`src/rtl/shiftreg_univ.sv`:
```
// -----------------------------------------------------------------------------
// shiftreg_univ
//   Parametrised universal shift register: parallel load, single-step
//   shift/rotate, and counted burst shifting with a busy/done handshake.
//   The last bit shifted or rotated out is held in a registered serial output.
//
// Parameters
//   WIDTH   register width in bits (2 or more)
//   CW      width of the shift-count port, derived from WIDTH (do not override)
//
// Ports
//   clk     rising-edge clock
//   rst_n   synchronous active-low reset
//   load    parallel load of d into q (aborts a running burst)
//   d       parallel load data
//   op      shift mode: 0 HOLD, 1 SHL, 2 SHR, 3 ROL, 4 ROR, 5 ASR, 6/7 HOLD
//   en      single shift of mode op this cycle (idle only)
//   sin     serial input bit for SHL/SHR
//   start   begin a burst of nshift shifts (idle only)
//   nshift  burst length, clamped to WIDTH
//   q       register contents
//   sout    last bit shifted/rotated out
//   busy    burst in progress
//   done    one-cycle pulse after the final burst shift
//   zero    (only with SHIFTREG_UNIV_ZERO_EN) registered "q is all zeros"
//
// Build option
//   SHIFTREG_UNIV_ZERO_EN  adds the registered zero-flag output port.
// -----------------------------------------------------------------------------
module shiftreg_univ #(
  parameter int WIDTH = 8,
  parameter int CW    = $clog2(WIDTH + 1)
) (
  input  logic             clk,
  input  logic             rst_n,
  input  logic             load,
  input  logic [WIDTH-1:0] d,
  input  logic [2:0]       op,
  input  logic             en,
  input  logic             sin,
  input  logic             start,
  input  logic [CW-1:0]    nshift,
  output logic [WIDTH-1:0] q,
  output logic             sout,
  output logic             busy,
  output logic             done
`ifdef SHIFTREG_UNIV_ZERO_EN
  ,
  output logic             zero
`endif
);

  typedef enum logic [2:0] {
    OP_HOLD = 3'd0,
    OP_SHL  = 3'd1,
    OP_SHR  = 3'd2,
    OP_ROL  = 3'd3,
    OP_ROR  = 3'd4,
    OP_ASR  = 3'd5,
    OP_RSV6 = 3'd6,
    OP_RSV7 = 3'd7
  } op_e;

  typedef enum logic {
    ST_IDLE,
    ST_SHIFT
  } state_e;

  localparam logic [CW-1:0] W_CNT = CW'(WIDTH);

  state_e           r_state;
  op_e              r_op;
  logic [CW-1:0]    r_cnt;
  logic [WIDTH-1:0] r_q;
  logic             r_sout;
  logic             r_done;

  op_e              w_step_op;
  logic             w_idle;
  logic             w_do_shift;
  logic [CW-1:0]    w_cnt_init;
  logic [WIDTH-1:0] w_shift_q;
  logic             w_shift_out;
  logic             w_shift_valid;
  logic [WIDTH-1:0] w_q_next;

  assign w_idle = (r_state == ST_IDLE);

  // A running burst uses the mode latched at start; op is only live when idle.
  assign w_step_op = w_idle ? op_e'(op) : r_op;

  // A shift happens on every burst step, or on an idle en that is not
  // pre-empted by load or start.
  assign w_do_shift = !load && (!w_idle || (!start && en));

  assign w_cnt_init = (nshift > W_CNT) ? W_CNT : nshift;

  // NOTE: every output of a combinational block gets a default first, so no
  // path through the case leaves a value unassigned and infers a latch.
  always_comb begin
    w_shift_q     = r_q;
    w_shift_out   = 1'b0;
    w_shift_valid = 1'b0;
    case (w_step_op)
      OP_SHL: begin
        w_shift_q     = {r_q[WIDTH-2:0], sin};
        w_shift_out   = r_q[WIDTH-1];
        w_shift_valid = 1'b1;
      end
      OP_SHR: begin
        w_shift_q     = {sin, r_q[WIDTH-1:1]};
        w_shift_out   = r_q[0];
        w_shift_valid = 1'b1;
      end
      OP_ROL: begin
        w_shift_q     = {r_q[WIDTH-2:0], r_q[WIDTH-1]};
        w_shift_out   = r_q[WIDTH-1];
        w_shift_valid = 1'b1;
      end
      OP_ROR: begin
        w_shift_q     = {r_q[0], r_q[WIDTH-1:1]};
        w_shift_out   = r_q[0];
        w_shift_valid = 1'b1;
      end
      OP_ASR: begin
        w_shift_q     = {r_q[WIDTH-1], r_q[WIDTH-1:1]};
        w_shift_out   = r_q[0];
        w_shift_valid = 1'b1;
      end
      default: ;  // HOLD and reserved modes leave q and sout alone
    endcase
  end

  always_comb begin
    w_q_next = r_q;
    if (load) begin
      w_q_next = d;
    end else if (w_do_shift) begin
      w_q_next = w_shift_q;
    end
  end

  // NOTE: all sequential state uses non-blocking assignments so every register
  // samples pre-edge values, independent of statement order.
  always_ff @(posedge clk) begin
    if (!rst_n) begin
      r_state <= ST_IDLE;
      r_op    <= OP_HOLD;
      r_cnt   <= '0;
      r_q     <= '0;
      r_sout  <= 1'b0;
      r_done  <= 1'b0;
    end else begin
      r_done <= 1'b0;
      r_q    <= w_q_next;
      if (w_do_shift && w_shift_valid) begin
        r_sout <= w_shift_out;
      end

      if (load) begin
        // Load aborts a burst silently: no done pulse.
        r_state <= ST_IDLE;
      end else if (!w_idle) begin
        r_cnt <= r_cnt - 1'b1;
        if (r_cnt == CW'(1)) begin
          r_state <= ST_IDLE;
          r_done  <= 1'b1;
        end
      end else if (start) begin
        r_op  <= op_e'(op);
        r_cnt <= w_cnt_init;
        if (w_cnt_init == '0) begin
          // Zero-length burst completes immediately without entering SHIFT.
          r_done <= 1'b1;
        end else begin
          r_state <= ST_SHIFT;
        end
      end
    end
  end

  assign q    = r_q;
  assign sout = r_sout;
  assign busy = (r_state == ST_SHIFT);
  assign done = r_done;

`ifdef SHIFTREG_UNIV_ZERO_EN
  logic r_zero;

  // Flag tracks the value q takes at this edge, so it never lags q.
  always_ff @(posedge clk) begin
    if (!rst_n) begin
      r_zero <= 1'b1;
    end else begin
      r_zero <= (w_q_next == '0);
    end
  end

  assign zero = r_zero;
`endif

endmodule
```
`config.mk`:
```
export PLATFORM = sky130hd
export DESIGN_NAME = shiftreg_univ
export DESIGN_NICKNAME = d
export VERILOG_FILES = /design/src/rtl/shiftreg_univ.sv
export SDC_FILE = /design/constraint.sdc
export NUM_CORES = 1
export LEC_CHECK = 0
export ABC_AREA = 0
export CORE_UTILIZATION = 40
export DETAILED_ROUTE_END_ITERATION = 10
export PLACE_DENSITY_LB_ADDON = 0.15
export SLEW_MARGIN = 30
export SYNTH_ARGS = -nofsm -noshare
export SYNTH_HDL_FRONTEND = slang
export SYNTH_SLANG_ARGS = --single-unit
```
`constraint.sdc`:
```
create_clock -name clk -period 4.04 [get_ports clk]
set_clock_uncertainty 0.15 [all_clocks]
set_input_delay 0.606 -clock clk [delete_from_list [all_inputs] [get_ports clk]]
set_output_delay 0.606 -clock clk [all_outputs]
set_load 0.02 [all_outputs]
```
=== After elaboration in Yosys (flattened, before gate mapping) ===
Cells that the tools add are included.

* Memories kept: 0
* Memory bits (read-only): 0
* RAM bits: 0
* Bits in latches: 0
* Register bits after elaboration: 18
* Output and inout bits: 11

* Div/mod/pow operators: 0
* Bitwise gates (word level): 3
* $add $sub $neg: 1
* Reduce and logical (&&, ||, !) cells: 19
* Mux-type cells: 17
* Eq/ne operators: 7
* Shift-type cells: 0
* Magnitude comparators: 1
* Multipliers: 0

{| class="wikitable"
|+ Operators with widths
! cell !! number
|-
| $pmux W8 S5 || 1
|-
| $mux W8 || 2
|-
| $mux W4 || 3
|-
| $mux W1 || 9
|-
| $eq A3 B2 Y1 const B || 2
|-
| $eq A3 B3 Y1 const B || 2
|-
| $reduce_and A3 Y1 || 2
|-
| $reduce_bool A6 Y1 || 1
|-
| $reduce_bool A5 Y1 || 1
|-
| $reduce_or A5 Y1 || 1
|-
| $eq A4 B1 Y1 const B || 1
|-
| $gt A4 B4 Y1 const B || 1
|-
| $logic_not A4 Y1 || 1
|-
| $reduce_and A2 Y1 || 2
|-
| $reduce_bool A2 Y1 || 2
|-
| $reduce_or A2 Y1 || 2
|-
| $sub A4 B1 Y4 const B || 1
|-
| $eq A3 B1 Y1 const B || 1
|-
| $logic_and A1 B1 Y1 || 3
|-
| $mux W3 || 1
|-
| $not A1 Y1 || 3
|-
| $reduce_or A3 Y1 || 1
|-
| $logic_not A1 Y1 || 2
|-
| $ne A2 B2 Y1 const B || 1
|-
| other kinds (2) || 2
|}

=== Logic depth before layout (Yosys ltp) ===
* Word-level depth: 6
* Depth in mapped cells: 7
* Depth with buffers taken out: 6

=== Least setup slack after synthesis ===
No wires, ideal clock.

* Path type: flip-flop to flip-flop
* Start: register r_state, in the netlist busy
* End: register r_q[5], in the netlist q[5]
* Arrival time: 1.717 ns
* Library setup time: 0.122 ns
* Stages on the path, launching flop included: 7
* Path slack: 2.051 ns
* Path through: dfxtp_1 buf_6 mux2_4 nor3_4 a21oi_4 and2_0 o311a_1

* Word-level cells in the longest chain between the ends: 5

{| class="wikitable"
|+ RTL lines
! item !! line !! source
|-
| start: declaration || 71 || <nowiki>state_e r_state;</nowiki>
|-
| start signal: assignment || 147 || <nowiki>r_state <= ST_IDLE;</nowiki>
|-
| start signal: assignment || 162 || <nowiki>r_state <= ST_IDLE;</nowiki>
|-
| start signal: assignment || 166 || <nowiki>r_state <= ST_IDLE;</nowiki>
|-
| $mux W3 || 90 || <nowiki>assign w_step_op = w_idle ? op_e'(op) : r_op;</nowiki>
|-
| $eq A3 B3 Y1 (tied with other cells) || 104 || <nowiki>case (w_step_op)</nowiki>
|-
| $pmux W8 S5 || 104 ||
|-
| $mux W8 || 138 || <nowiki>end else if (w_do_shift) begin</nowiki>
|-
| $mux W8 || 136 || <nowiki>if (load) begin</nowiki>
|-
| end signal: assignment || 155 || <nowiki>r_q <= w_q_next;</nowiki>
|-
| end: declaration || 74 || <nowiki>logic [WIDTH-1:0] r_q;</nowiki>
|}

Parallel ways exist; a longest one is shown, timed or not. The select of a mux whose other input is x is not followed.
A chain may end at the register's enable or synchronous reset.

=== Worst setup path in the final report ===
* Start: input port load
* End: register r_cnt[3]

* Word-level cells in the longest chain between the ends: 2

{| class="wikitable"
|+ RTL lines
! item !! line !! source
|-
| start: declaration || 36 || <nowiki>input logic load,</nowiki>
|-
| $not A1 Y1 (no source line) || n/a ||
|-
| $reduce_and A2 Y1 (no source line) || n/a ||
|-
| end signal: assignment || 164 || <nowiki>r_cnt <= r_cnt - 1'b1;</nowiki>
|-
| end signal: assignment || 171 || <nowiki>r_cnt <= w_cnt_init;</nowiki>
|-
| end: declaration || 73 || <nowiki>logic [CW-1:0] r_cnt;</nowiki>
|}

Every way passes these cells.

==> metrics.md <==
| Metric | Value |
|---|---|
| Synth Register Bits | `18` |
| Routed Antenna Nets | `0` |
| Buf/Inv on CP | `2` |
| Placer congestion estimate | `0.792` |
| Hold WC Path Type | `register to register` |
| Most frequent cell after synthesis | `dfxtp_1` |
| CTS tree | `done` |
| Bufs on Longest Clock Path | `2` |
| Most area-consuming cells after synthesis | `dfxtp_1 30%, mux2i_1 9.3%, o41a_1 4.7%` |
| Synth Flop Type | `dfxtp_1` |
| Fmax | `384 MHz` |
| Post-synth EDFFs | `0` |
| R2r startpoint | `busy` |
| Pwr Total | `0.443 mW` |
| Max-Cap Viols | `0` |
| CTS Hold Bufs | `0` |
| Hold_sp | `r_cnt[1]` |
| Grt total ovfl | `0` |
| Power density over cell area | `290 nW/um^2` |
| Reg-to-reg endpoint | `q[5]` |
| Setup TNS Final | `0 ns` |
| Tmin final | `2.61 ns` |
| Full die area | `3190 sq um` |
| Antenna violations before repair | `0` |
| Routed via count | `1150` |
| Slowest stage delay, CP | `0.88 ns` |
| Post-synth top cells | `18 x dfxtp_1, 11 x inv_1, 11 x mux2i_1, 10 x nor2_1, 10 x o21ai_0` |
| Slew @ Worst Pin | `0.669 ns` |
| # IOs | `32` |
| Via density | `5.78` |
| Worst hold path depth | `2` |
| Layout area overhead | `28.7%` |
| CTS buffer count | `3` |
| Seq/Total Area, Yosys | `30.4%` |
| GRT Total Usage | `18.9%` |
| Nets@finish | `192` |
| Die width | `56.5 microns` |
| VDD IR max | `0.000204 V` |
| Post-CTS sizing | `0` |
| Fin cells | `199` |
| Critical Path Source Type | `input port` |
| DR pass1 iterations | `4` |
| CP required | `4.12 ns` |
| Routed length per instance | `14.4 microns` |
| Final setup violation count | `0` |
| Port Buffer Count | `31` |
| Starting DRC count in detailed routing | `50` |
| Largest delay share family, worst path | `buffers and inverters` |
| Layout cell share with drive strength beyond 1 | `5.95%` |
| Worst Path Max Fanout | `18` |
| Hold path endpoint | `r_cnt[1]` |
| Initial core utilization | `42.6%` |
| Post-synth top area share | `30.4%` |
| Post-placement cell area | `1490 sq um` |
| Vias in the first global route | `1085` |
| Skew-Pair Late Insertion Delay | `0.30 ns` |
| Post-synth top area cell | `dfxtp_1` |
| Row count | `19` |
| Slowest CP cell | `clkdlybuf4s50_1` |
| Final Util | `54.9%` |
| Synthesized Nets | `165` |
| Drt total wl | `2870 microns` |
| Crit. End Element | `register` |
| Yosys cell types | `45` |
| Post-CTS Repair Setup Buffers | `0` |
| Tcrit/Tclk final | `64.5%` |
| Status | `complete, no violations` |
| Final hold vios | `0` |
| Core ar. | `2780 sq um` |
| R2R setup slack | `1.74 ns` |
| Syn Std Cell Area | `1190 sq um` |
| Unrepaired setup endpoints after global routing | `no` |
| Remaining DRCs | `0` |
| First-pass GRT wire length | `4870 microns` |
| ANT cells | `0` |
| Leakage power | `0.547 nW` |
| Reg2Reg Depth | `5` |
| Worst path cell trace | `clkdlybuf4s50_1 > clkinv_1 > o21ai_1 > o21ai_0 > o21a_1 > nor2_1` |
| Cell count after placement | `195` |
| Die height | `56.5 microns` |
| Worst Path Arrival | `2.68 ns` |
| Root buf cell | `clkbuf_4` |
| Slew headroom | `55.3%` |
| Cell area after layout | `1530 sq um` |
| Largest net degree at the start of global routing | `19` |
| Detail Placement HPWL | `2100 microns` |
| H-tree levels | `1` |
| Crit Path Class | `input port to register` |
| Slew Limit Fails | `0` |
| Post-synthesis area per instance | `8.35 sq um` |
| YS warnings | `0` |
| Clock Pin Slew Worst Setup and Hold Paths | `0.11 ns` |
| # clock sinks | `18` |
| Ys async rst share | `0%` |
| Synth Instances | `142` |
[per-stage QoR]
| stage | setup WS [ns] | hold slack (ns) |
|---|---|---|
| detailed placement | 1.14 | 0.360 |
| CTS | 1.44 | 0.380 |
| floorplan | 2.05 | 0.329 |
| global route | 1.25 | 0.427 |
| global placement | 1.20 | 0.361 |
| finish | 1.43 | 0.377 |
[sequential cells by signal (all words and copies together) (netlist names)]
register  cells
busy          1
done          1
q             8
r_cnt         4
r_op          3
sout          1
[worst register-to-register path: cells and delay by family, from the launching register on]
kind	cells	cell delay (ns)
flip-flops	1	0.77
multiplexers	1	0.46
AND/OR/NAND/NOR	1	0.08
AO/OA/AOI/OAI	3	0.75
[cell type report]
class / instances / area [sq um]
sequential: 18 / 360
fill: 278 / 1250
timing repair buffer: 31 / 310
inverter: 13 / 48.8
clock buffer: 4 / 36.3
tap: 31 / 38.8
multi-input combinational: 102 / 732
[placed cells by master, fill, tap and decap left out, types with 2 or more instances in the layout]
master / instances
clkdlybuf4s50_1: 31
dfxtp_1: 18
inv_1: 11
mux2i_1: 11
nor2_1: 10
o21ai_0: 10
nand3_1: 8
a21oi_1: 7
nor3_1: 7
nand2_1: 6
o41a_1: 5
clkbuf_4: 3
clkinv_1: 2
o2111ai_1: 2
nand2b_1: 2
xnor2_1: 2
nor4_1: 2
a31oi_1: 2
o21a_1: 2
ha_1: 2
[logic make-up after synthesis]
family | synth area share, %
simple gates | 18.9
xor+xnor | 1.48
mux | 13.4
fa+ha+maj | 2.11
compound gates | 25.8
buf+inv | 7.91
flops | 30.4
[routing by layer]
metal  vias to the layer above  share of wire, %  GRT usage [%]  routed length (microns)
met3                         2               4.0           2.53                      115
met1                       546                50           26.2                     1420
met4                         0              0.59           5.23                       17
met2                        21                46           30.4                     1310
li1                        581                 -              -                        -
met5                         -                 0              0                        0
[worst max path at each step]
stage                     startpoint  endpoint  slack (ns)  cells after the start
after floorplan                 busy      q[5]        2.05                      6
after global placement          load  r_cnt[3]        1.20                      6
after detailed placement        load  r_cnt[3]        1.14                      6
after CTS                       load  r_cnt[3]        1.44                      6
after global routing            load  r_cnt[2]        1.25                      6
final                           load  r_cnt[3]        1.43                      6
[report_power, final]
group / internal (mW) / leakage (nW) / switching [mW]
logic: 0.0627 / 0.378 / 0.0622
clock network: 0.0549 / 0.0210 / 0.0610
registers: 0.189 / 0.148 / 0.0138
total: 0.306 / 0.547 / 0.137
No activity file was read; power rests on OpenSTA's default activity.
